`src/rtl/mem_port_arbiter.sv`:
```
// Shares one unified memory port between the instruction-fetch (I) and data (D) requesters.
// Latency: grant in cycle N, mem_req from N+1, rvalid two cycles after grant plus wait states.
// Backpressure: requesters hold req until gnt; no grant while busy; watchdog aborts hung accesses.
module mem_port_arbiter #(
    parameter int AW      = 32,
    parameter int DW      = 32,
    parameter int TIMEOUT = 15
) (
    input  logic          clk,
    input  logic          reset,
    input  logic          i_req,
    input  logic [AW-1:0] i_addr,
    output logic          i_gnt,
    output logic          i_rvalid,
    output logic [DW-1:0] i_rdata,
    output logic          i_err,
    input  logic          d_req,
    input  logic          d_we,
    input  logic [AW-1:0] d_addr,
    input  logic [DW-1:0] d_wdata,
    output logic          d_gnt,
    output logic          d_rvalid,
    output logic [DW-1:0] d_rdata,
    output logic          d_err,
    output logic          mem_req,
    output logic          mem_we,
    output logic [AW-1:0] mem_addr,
    output logic [DW-1:0] mem_wdata,
    input  logic [DW-1:0] mem_rdata,
    input  logic          mem_ack,
    output logic          busy,
    output logic          owner
);

    typedef enum logic [1:0] {IDLE, WAIT, RESP} state_t;

    typedef struct packed {
        logic          we;
        logic [AW-1:0] addr;
        logic [DW-1:0] wdata;
    } mem_cmd_t;

    // Counter only needs to reach TIMEOUT-1: the abort fires on that cycle.
    localparam int CW = (TIMEOUT > 1) ? $clog2(TIMEOUT) : 1;
    localparam logic [CW-1:0] CNT_LAST = (TIMEOUT > 0) ? CW'(TIMEOUT - 1) : '0;

    state_t        state, state_nxt;
    mem_cmd_t      cmd_q;
    logic          owner_q;
    logic          mem_req_q;
    logic          err_q;
    logic [CW-1:0] wdog_cnt;
    logic [DW-1:0] i_rdata_q, d_rdata_q;
    logic          timeout_hit;

    // An ack on the same cycle as the timeout takes precedence.
    assign timeout_hit = (TIMEOUT != 0) && (state == WAIT) && !mem_ack && (wdog_cnt == CNT_LAST);

    always_ff @(posedge clk or negedge reset) begin
        if (!reset) begin
            state <= IDLE;
        end else begin
            state <= state_nxt;
        end
    end

    always_comb begin
        state_nxt = state;
        i_gnt     = 1'b0;
        d_gnt     = 1'b0;
        case (state)
            IDLE: begin
                // On a tie the requester that did not own the port last wins.
                if (i_req && (!d_req || owner_q)) begin
                    i_gnt     = 1'b1;
                    state_nxt = WAIT;
                end else if (d_req) begin
                    d_gnt     = 1'b1;
                    state_nxt = WAIT;
                end
            end
            WAIT: begin
                if (mem_ack || timeout_hit) begin
                    state_nxt = RESP;
                end
            end
            RESP:    state_nxt = IDLE;
            default: state_nxt = IDLE;
        endcase
    end

    always_ff @(posedge clk or negedge reset) begin
        if (!reset) begin
            owner_q   <= 1'b1;
            cmd_q     <= '0;
            mem_req_q <= 1'b0;
            err_q     <= 1'b0;
            wdog_cnt  <= '0;
            i_rdata_q <= '0;
            d_rdata_q <= '0;
        end else begin
            case (state)
                IDLE: begin
                    if (i_gnt || d_gnt) begin
                        owner_q   <= d_gnt;
                        mem_req_q <= 1'b1;
                        wdog_cnt  <= '0;
                        if (d_gnt) begin
                            cmd_q <= mem_cmd_t'{we: d_we, addr: d_addr, wdata: d_wdata};
                        end else begin
                            cmd_q <= mem_cmd_t'{we: 1'b0, addr: i_addr, wdata: '0};
                        end
                    end
                end
                WAIT: begin
                    if (mem_ack) begin
                        mem_req_q <= 1'b0;
                        cmd_q.we  <= 1'b0;
                        err_q     <= 1'b0;
                        if (!cmd_q.we) begin
                            if (owner_q) d_rdata_q <= mem_rdata;
                            else         i_rdata_q <= mem_rdata;
                        end
                    end else if (timeout_hit) begin
                        mem_req_q <= 1'b0;
                        cmd_q.we  <= 1'b0;
                        err_q     <= 1'b1;
                        if (owner_q) d_rdata_q <= '0;
                        else         i_rdata_q <= '0;
                    end else if (wdog_cnt != '1) begin
                        wdog_cnt <= wdog_cnt + 1'b1;
                    end
                end
                default: ;
            endcase
        end
    end

    assign mem_req   = mem_req_q;
    assign mem_we    = cmd_q.we;
    assign mem_addr  = cmd_q.addr;
    assign mem_wdata = cmd_q.wdata;
    assign busy      = (state != IDLE);
    assign owner     = owner_q;
    assign i_rvalid  = (state == RESP) && !owner_q;
    assign d_rvalid  = (state == RESP) && owner_q;
    assign i_err     = i_rvalid && err_q;
    assign d_err     = d_rvalid && err_q;
    assign i_rdata   = i_rdata_q;
    assign d_rdata   = d_rdata_q;

endmodule
```
`config.mk`:
```
export PLATFORM = sky130hd
export DESIGN_NAME = mem_port_arbiter
export DESIGN_NICKNAME = d
export VERILOG_FILES = /design/src/rtl/mem_port_arbiter.sv
export SDC_FILE = /design/constraint.sdc
export NUM_CORES = 1
export LEC_CHECK = 0
export BUFFER_PORTS_ARGS = -buffer_cell sky130_fd_sc_hd__buf_2
export CAP_MARGIN = 10
export CORE_MARGIN = 2
export CORE_UTILIZATION = 40
export CTS_CLUSTER_SIZE = 40
export DETAILED_ROUTE_END_ITERATION = 16
export PLACE_DENSITY = 0.69
export SLEW_MARGIN = 15
export SYNTH_ARGS = -nofsm -noshare
export SYNTH_HDL_FRONTEND = slang
export SYNTH_SLANG_ARGS = --single-unit
```
`constraint.sdc`:
```
create_clock -name clk -period 1.7 [get_ports clk]
set_input_delay 0.085 -clock clk [delete_from_list [all_inputs] [get_ports clk]]
set_output_delay 0.085 -clock clk [all_outputs]
set_load 0.05 [all_outputs]
```
== Yosys cells after proc, flatten, opt, wreduce, memory -nomap -nowiden ==
Index checks and enable logic that the tools add are counted.

* Logic and storage cells: 81
* Output and inout port bits: 138
* Flip-flop bits (word level): 138
* Bits of input ports: 134

* Reduce and logical (&&, ||, !) cells: 24
* Multiplexer cells: 33
* $add $sub $neg: 1
* Equality and inequality tests: 12
* Bitwise gates (word level): 1

{| class="wikitable"
|+ Operator list
! cell !! count
|-
| $mux 32 || 10
|-
| $mux 65 || 2
|-
| $mux 4 || 4
|-
| $mux 1 || 10
|-
| $ne 2x2->1 const B || 4
|-
| $pmux 4 s2 || 1
|-
| $reduce_and 4->1 || 2
|-
| $logic_and 1x1->1 || 7
|-
| $mux 2 || 3
|-
| $ne 3x3->1 const B || 2
|-
| $reduce_and 2->1 || 3
|-
| $reduce_bool 2->1 || 3
|-
| $reduce_and 5->1 || 1
|-
| $add 4x1->4 const B || 1
|-
| $eq 4x4->1 const B || 1
|-
| $ne 2x1->1 const B || 2
|-
| $ne 4x4->1 const B || 1
|-
| $pmux 1 s2 || 2
|-
| $pmux 2 s2 || 1
|-
| $logic_not 1->1 || 3
|-
| $logic_or 1x1->1 || 3
|-
| $reduce_and 3->1 || 1
|-
| $eq 2x1->1 const B || 1
|-
| $eq 2x2->1 const B || 1
|-
| other kinds (2) || 2
|}

== Logic depth before layout (Yosys ltp) ==
Gate-level depths: netlist (run 1).

* Word-level depth: 8
* Depth in mapped cells: 7
* Mapped depth without buffers: 6

== Worst setup path after synthesis (run 1) ==
Ideal clock, no wire load.

* Path kind: reg2out
* Start point: register owner_q (netlist: owner)
* End point: output port d_err
* Required time: 1615 ps
* Cell stages (with the launch flop): 5
* Slack: -1166 ps
* Arrival time: 2781 ps
* Cells stage by stage: dfstp_2 -> buf_4 -> inv_2 -> nor3b_1 -> and2_1

* Cells in the longest elaborated chain, start to end: 2

{| class="wikitable"
|+ RTL lines
! item !! RTL line !! RTL
|-
| start: declaration || 49 || <nowiki>logic owner_q;</nowiki>
|-
| start signal: assignment || 105 || <nowiki>owner_q <= d_gnt;</nowiki>
|-
| $logic_and 1x1->1 || 146 || <nowiki>assign d_rvalid = (state == RESP) && owner_q;</nowiki>
|-
| named net d_rvalid || 22 || <nowiki>output logic d_rvalid,</nowiki>
|-
| $logic_and 1x1->1 || 148 || <nowiki>assign d_err = d_rvalid && err_q;</nowiki>
|-
| end: declaration || 24 || <nowiki>output logic d_err,</nowiki>
|}

The timed path passes the listed nets, and every way through them passes these cells.

== Worst setup path in the final report (run 1) ==
* Start point: register owner_q (netlist: owner)
* End point: register cmd_q, in the netlist mem_addr[30]

* Cells in the longest elaborated chain, start to end: 6

{| class="wikitable"
|+ RTL lines
! item !! RTL line !! RTL
|-
| $logic_or 1x1->1 * || 74 || <nowiki>if (i_req && (!d_req || owner_q)) begin</nowiki>
|-
| $logic_and 1x1->1 * || 74 ||
|-
| $mux 1 || 74 ||
|-
| $mux 1 || 71 || <nowiki>case (state)</nowiki>
|-
| $logic_or 1x1->1 || 104 || <nowiki>if (i_gnt || d_gnt) begin</nowiki>
|-
| $reduce_and 2->1 (no source line) || - ||
|-
| end signal: assignment || 109 || <nowiki>cmd_q <= mem_cmd_t'{we: d_we, addr: d_addr, wdata: d_wdata};</nowiki>
|-
| end signal: assignment || 111 || <nowiki>cmd_q <= mem_cmd_t'{we: 1'b0, addr: i_addr, wdata: '0};</nowiki>
|-
| end: declaration || 48 || <nowiki>mem_cmd_t cmd_q;</nowiki>
|}

Every way passes the cells marked *; elsewhere a longest branch is shown, timed or not.
A chain may end at the register's enable or synchronous reset.

==> impl_metrics.yaml, run 1 <==
worst_setup_path:
  arrival_ns: 1.96
  path_buf_inv: 2
  max_stage_delay_ns: 0.62
  rrSetupSlack_ns: 0.03
  cp-end-kind: "register"
  crit_type: "reg -> reg"
  path_max_fanout: 18
  path_cells: "nand2_2, nand3_4, buf_4, buf_12, mux2i_4, o21ai_1"
  critPathTopFamily: "flip-flops"
  crit_path_top_delay_cell: "dfstp_2"
  start_kind: "register"
  required_ns: 1.99
sta:
  finalSetupViolations: 0
  slew_violations: 0
  rsz0062_at_grt: "yes"
  hold_viol: 0
  fin_crit_ns: 1.67
  post-route-period-util_pct: 98.4
  fmax_ghz: 0.598
  hold_slack_ns: 0.0306
  fin_skew_ns: 0.0103
  worst_slew_pin_slew_ns: 0.765
  max-slew-margin-rel_pct: 48.8
routing:
  via_count: 5440
  wl_per_cell_um: 18.8
  drc: 0
  drtIter0Drc: 315
  first_pass_iters: 4
  viasPerCell: 5.26
  ant_nets: 0
  wirelength_um: 19500
yosys:
  synth_cell_types: 39
  synth_top_area_share_pct: 61.5
  synth_top_cell_by_area: "dfrtp_1"
  synth_area_um2: 5570
  synth.avg_cell_area_um2: 13.2
  synth_edf_count: 0
  yosysSeqAreaShare_pct: 62.0
  ys_async_sr_fraction_pct: 100
  synth-seq-cells: 138
  synth_fp_nets: 559
  synthCells: 423
  synthFlopType: "dfrtp_1"
  ys_warn_count: 0
  synth.area.top_cells: "dfrtp_1 (62%), a22o_1 (15%), mux2i_1 (5.8%), o21ai_1 (3.1%), nand2_1 (2.7%)"
grt:
  grt_pass1_vias: 5802
  overflow: 0
  gr-usage-met2_pct: 43.7
  grt_antenna_before_repair: 0
  grtUsageTotal_pct: 26.2
  use_met1_pct: 31.2
  grt_pass1_wl_um: 29900
  gr-max-usage-layer: "met2"
  grt_max_degree: 53
  grt.met3_usage_pct: 6.88
cells_and_area:
  antenna_cells: 0
  layout-drive-gt1-share_pct: 42.0
  area_delta_synth_final_pct: 67.5
  finalNetCount: 977
  fillers: 928
cts:
  htree_num_levels: 4
  cts.clk_slew.worst_paths_ns: 0.06
  cts.sinks: 138
  cts_made_buffers: 17
  clockBufferDepth: 2
  cts-root-buf: "clkbuf_16"
  cts_tree: "done"
  clock_latency_ns: 0.42
floorplanning:
  placeableCoreArea_um2: 13700
  rows: 43
  dieWidth_um: 122
  start_util_pct: 40.6
  num_io_pins: 272
  dieArea_um2: 14900
  die_y_um: 122
power_and_ir_drop:
  power_mw: 20.7
  vdd_drop_max_uv: 1280
  cellInternalPower_mw: 10.2
  swShare_pct: 50.5
  power_per_cell_area_nw_per_um2: 2210
  power_switching_mw: 10.4
  seqPwrFrac_pct: 28.2
  clkPwrFrac_pct: 17.5
  p_comb_share_pct: 54.2
  p_leak_nw: 4.89
place:
  hpwl_um: 11500
  port_buffers: 271
  gp_congestion: 0.820
outcome:
  outcome: "finished, final reports clean"
run:
  cap_viol_max_count: 0
hold_path:
  hp-class: "in -> reg"
-- per-stage QoR --
stage	std cells	worst slack, ns	util [%]	area, um2	setup TNS (ns)
floorplan	423	-0.174	-	5620	-0.287
global placement	864	0.155	53.0	7270	0
detailed placement	864	0.0991	53.0	7270	0
CTS	1030	-0.00362	67.5	9260	-0.00362
global route	1034	-0.0317	68.0	9330	-0.0605
finish	1034	0.0272	68.0	9330	0
-- tightest hold or removal path, delay by kind of cell --
family	cells	cell delay, ns
buffers and inverters	2	0.23
AOI/OAI and AO/OA	1	0.07
-- cells in the final DEF (no fill, tap or decap), drive strengths merged, types with 2 or more instances in the layout --
cell / Yosys / layout
a21oi: 8 / 8
a22o: 96 / 96
a31oi: 2 / 2
a41o: 2 / 2
and2: 3 / 3
buf: 21 / 300
clkbuf: 11 / 22
clkinv: 0 / 2
clkinvlp: 0 / 3
dfrtp: 137 / 137
dlygate4sd3: 0 / 130
ha: 2 / 2
inv: 7 / 11
mux2i: 32 / 32
nand2: 40 / 40
nand3: 3 / 3
nor2: 3 / 3
nor2b: 3 / 3
nor3b: 2 / 2
nor4: 3 / 3
o21ai: 36 / 36
-- sequential cells by signal (all words and copies together), names as in the netlist, 2 cells and up --
register / count
mem_wdata: 32
wdog_cnt: 4
mem_addr: 32
i_rdata: 32
d_rdata: 32
state: 2
-- timing repair --
action                                  in CTS  in global routing
pin swaps                                    1                  2
endpoints found under the setup margin       3                  8
hold buffers                               130                  0
hold endpoints to repair                   176                  0
gates resized for setup                     13                  9
setup buffers                                3                  4
gates cloned                                 1                  0
-- synth_stat cells, types with 2 or more instances --
| cell type | n |
|---|---|
| a21oi_1 | 7 |
| a22o_1 | 96 |
| a31oi_1 | 2 |
| a41o_1 | 2 |
| and2_1 | 3 |
| buf_2 | 9 |
| buf_4 | 5 |
| buf_6 | 7 |
| clkbuf_1 | 11 |
| dfrtp_1 | 137 |
| ha_1 | 2 |
| inv_1 | 4 |
| inv_2 | 3 |
| mux2i_1 | 32 |
| nand2_1 | 40 |
| nand3_4 | 2 |
| nor2_1 | 2 |
| nor2b_1 | 2 |
| nor3b_1 | 2 |
| nor4_4 | 2 |
| o21ai_1 | 35 |
-- power groups by stage --
stage                     combinational, mW  clock [mW]  sequential, mW
after CTS                              11.0        3.67            5.78
after floorplan                        3.00           0            10.6
after detailed placement               10.6           0            5.78
after global placement                 10.5           0            5.72
final                                  11.2        3.62            5.84
after global routing                   11.7        3.83            5.98
-- final cells by class --
type	count	area (um2)	share of cell area (%)
clock inverters	10	105	1.13
clock buffers	22	484	5.19
inverters	7	36.3	0.389
multi-input cells	246	1950	20.9
repair buffers	431	3070	32.9
flip-flops and latches	138	3460	37.0
well taps	180	225	2.41
-- routing by layer --
layer	vias up	routed length (um)
li1	2414	-
met1	2643	7640
met2	321	9510
met3	62	1590
met4	0	748
met5	-	0
-- final timing paths --
kind                              startpoint           end  cells after the start
worst max-delay path                   owner  mem_addr[30]                      6
worst min-delay path                 mem_ack   i_rdata[31]                      3
worst max register to register         owner  mem_addr[30]                      6
worst min register to register  mem_addr[16]  mem_addr[16]                      2
max in group asynchronous              reset   d_rdata[26]                      3
min in group asynchronous              reset  mem_addr[19]                      2
-- cells by family (layout without fill, tap and decap cells) --
logic type               count (synthesis)  in the layout  share of synthesized area, %
XOR/XNOR                                 1              1                         0.157
flip-flops                             138            138                          62.0
multiplexers                            33             33                          5.95
AO/OA/AOI/OAI                          148            148                          20.5
buffers and inverters                   39            470                          4.11
adder cells (fa/ha/maj)                  2              2                         0.449
AND/OR/NAND/NOR                         62             62                          6.78
Power figures use the tool's default switching activity.
==> run 2: changes to the inputs <==
--- a/config.mk
+++ b/config.mk
@@ -7,2 +7,3 @@
 export LEC_CHECK = 0
+export ABC_AREA = 1
 export BUFFER_PORTS_ARGS = -buffer_cell sky130_fd_sc_hd__buf_2
@@ -10,6 +11,6 @@
 export CORE_MARGIN = 2
-export CORE_UTILIZATION = 40
+export CORE_UTILIZATION = 45
 export CTS_CLUSTER_SIZE = 40
 export DETAILED_ROUTE_END_ITERATION = 16
-export PLACE_DENSITY = 0.69
+export PLACE_DENSITY = 0.74
 export SLEW_MARGIN = 15
==> constraint.sdc (replaced) <==
create_clock -name clk -period 1.7 [get_ports clk]
set_input_delay 0.51 -clock clk [delete_from_list [all_inputs] [get_ports clk]]
set_output_delay 0.51 -clock clk [all_outputs]
set_load 0.05 [all_outputs]
==> impl_metrics.yaml, run 2 <==
outcome:
  outcome: "finished, violations left"
  violations: "negative setup slack"
grt:
  grtUsageTotal_pct: 23.9
  overflow: 0
  grt_max_degree: 65
  grt_pass1_vias: 5838
  grt_antenna_before_repair: 0
  grt_pass1_wl_um: 28100
yosys:
  synth-seq-cells: 138
  synth_top_area_share_pct: 54.1
  ys_async_sr_fraction_pct: 100
  synthFlopType: "dfrtp_1"
  synth_top_family_by_area: "simple AND/OR/NAND/NOR gates"
  synth-xor-area-share_pct: 0.138
  synth_edf_count: 0
  synthCells: 773
  synth_common_cells: "nand2_1 (349), dfrtp_1 (137), inv_1 (73)"
  yosys.area_share.simple_pct: 30.2
  synth_fp_nets: 909
  synth-adder-area-share_pct: 0.395
  yosysMostFrequentCell: "nand2_1"
  synth.area.top_cells: "dfrtp_1 (54%), nand2_1 (21%), inv_1 (4.3%), nand3b_1 (3.9%), o21ai_0 (3.6%)"
  synth_top_cell_by_area: "dfrtp_1"
  synth_cell_types: 31
  synth_compound_area_share_pct: 6.12
  synthMuxAreaShare_pct: 0
  ys_warn_count: 0
  yosysSeqAreaShare_pct: 54.5
  synth.avg_cell_area_um2: 8.20
  synth_area_um2: 6340
routing:
  viasPerCell: 4.85
  via_count: 6016
  wl_per_cell_um: 14.3
  ant_nets: 0
  drc: 0
  drtIter0Drc: 447
  first_pass_iters: 5
  wirelength_um: 17700
worst_setup_path:
  required_ns: 1.19
  arrival_ns: 1.61
  crit_start: "owner"
  path_cells: "buf_4, a21boi_2, nand2_2, clkinv_2, buf_6"
  max_stage_delay_ns: 0.61
  crit_path_top_delay_cell: "dfstp_4"
  r2r-start: "owner"
  start_kind: "register"
  cp-end-kind: "primary output"
  crit_type: "reg -> out"
  path_max_fanout: 3
cells_and_area:
  antenna_cells: 0
  layout_commonest_cell: "nand2_1"
  layout-drive-gt1-share_pct: 33.6
  area_delta_synth_final_pct: 38.1
  instances_no_fill: 1241
  finalNetCount: 1190
  design_area_um2: 8750
  final_cell_mix: "nand2_1 (348), buf_2 (262), dfrtp_1 (135)"
place:
  hpwl_um: 12800
  port_buffers: 271
  place_area_um2: 8040
  gp_congestion: 0.813
  dp_cells: 1207
cts:
  cts.clk_slew.worst_paths_ns: 0.06
  cts_tree: "done"
  clock_latency_ns: 0.42
  cts_made_buffers: 17
  cts-root-buf: "clkbuf_16"
  cts.sinks: 138
  htree_num_levels: 4
  clockBufferDepth: 2
hold_path:
  hp-class: "in -> reg"
  hold_start: "d_wdata[2]"
sta:
  worst_slew_pin_slew_ns: 0.350
  fmax_ghz: 0.473
  post-route-period-util_pct: 124
  hold_viol: 0
  fin_skew_ns: 0.00664
  layout_setup_ws_ns: -0.416
  rsz0062_at_grt: "yes"
  finalSetupViolations: 8
  max-slew-margin-rel_pct: 76.7
  fin_crit_ns: 2.12
  hold_slack_ns: 0.285
  slew_violations: 0
floorplanning:
  rows: 43
  dieArea_um2: 15000
  num_io_pins: 272
  placeableCoreArea_um2: 13800
  die_y_um: 123
  start_util_pct: 45.8
  dieWidth_um: 123
power_and_ir_drop:
  power_per_cell_area_nw_per_um2: 2260
  p_leak_nw: 5.16
  power_mw: 19.7
  vdd_drop_max_uv: 1250
run:
  cap_viol_max_count: 0
-- run 2: changes by cell type in the layout (fill, tap and decap cells not counted), sizes merged, moves of 3 or more --
cell / delta
nand2: +311
dlygate4sd3: -129
a22o: -96
inv: +63
nand3b: +33
nand4: +33
mux2i: -32
o21ai: +29
buf: +7
nor2: +7
a21oi: -5
nand3: +4
and2: -3
nor2b: -3
-- run 2: cell families (layout without fill, tap and decap cells) --
group	after synthesis	count (layout)
AOI/OAI and AO/OA	71	71
xor gates and xnor gates	1	1
adders and majority gates	2	2
buffers and inverters	122	410
DFF	138	138
and+or+nand+nor	439	439
-- run 2: stage by stage --
stage               setup WS (ns)  utilization (%)  TNS [ns]
global placement          -0.0565             58.2   -0.0869
global route               -0.479             63.3     -2.76
finish                     -0.416             63.3     -2.25
CTS                        -0.420             62.6     -2.46
floorplan                  -0.253                -    -0.694
detailed placement        -0.0615             58.2    -0.132
-- run 2: cell type report --
class	instances	area (um2)
clock buffer	23	498
clock inverter	3	17.5
fill	1206	5080
inverter	76	297
multi-input combinational	513	2410
sequential	138	3460
tap	180	225
timing repair buffer	308	1840
-- run 2: worst paths after layout --
kind | endpoint | slack, ns | depth (start not counted)
max | d_gnt | -0.42 | 5
min | mem_wdata[2] | 0.29 | 3
max reg2reg | d_rdata[11] | 0.07 | 7
min reg2reg | d_rdata[25] | 0.47 | 2
max in group asynchronous | mem_we | 0.62 | 3
min in group asynchronous | mem_addr[5] | 0.55 | 2
-- run 2: routing by layer --
layer | up-vias | global-route usage, % | wire length (um)
li1 | 2973 | - | -
met1 | 2785 | 29.9 | 7440
met2 | 201 | 37.9 | 8490
met3 | 57 | 6.37 | 1070
met4 | 0 | 12.6 | 713
met5 | - | 0 | 0
-- run 2: power breakdown --
part           switching [mW]  total, mW  internal, mW
Combinational            8.27       10.9          2.64
Sequential              0.795       5.55          4.75
Clock                    1.28       3.28          2.00
Total                    10.3       19.7          9.40
-- run 2: critical path, delay by kind of cell, from the launching register on --
kind            cells  cell delay [ns]
flops               1             0.61
buf+inv             3             0.38
simple gates        1             0.12
compound gates      1             0.08
-- run 2: repair_timing --
item | 4_1_cts | 5_1_grt
hold buffers | 1 | 0
resized for setup | 21 | 19
endpoints found under the setup margin | 8 | 58
pin swaps | 3 | 5
hold endpoints to repair | 29 | 0
setup buffers | 3 | 4
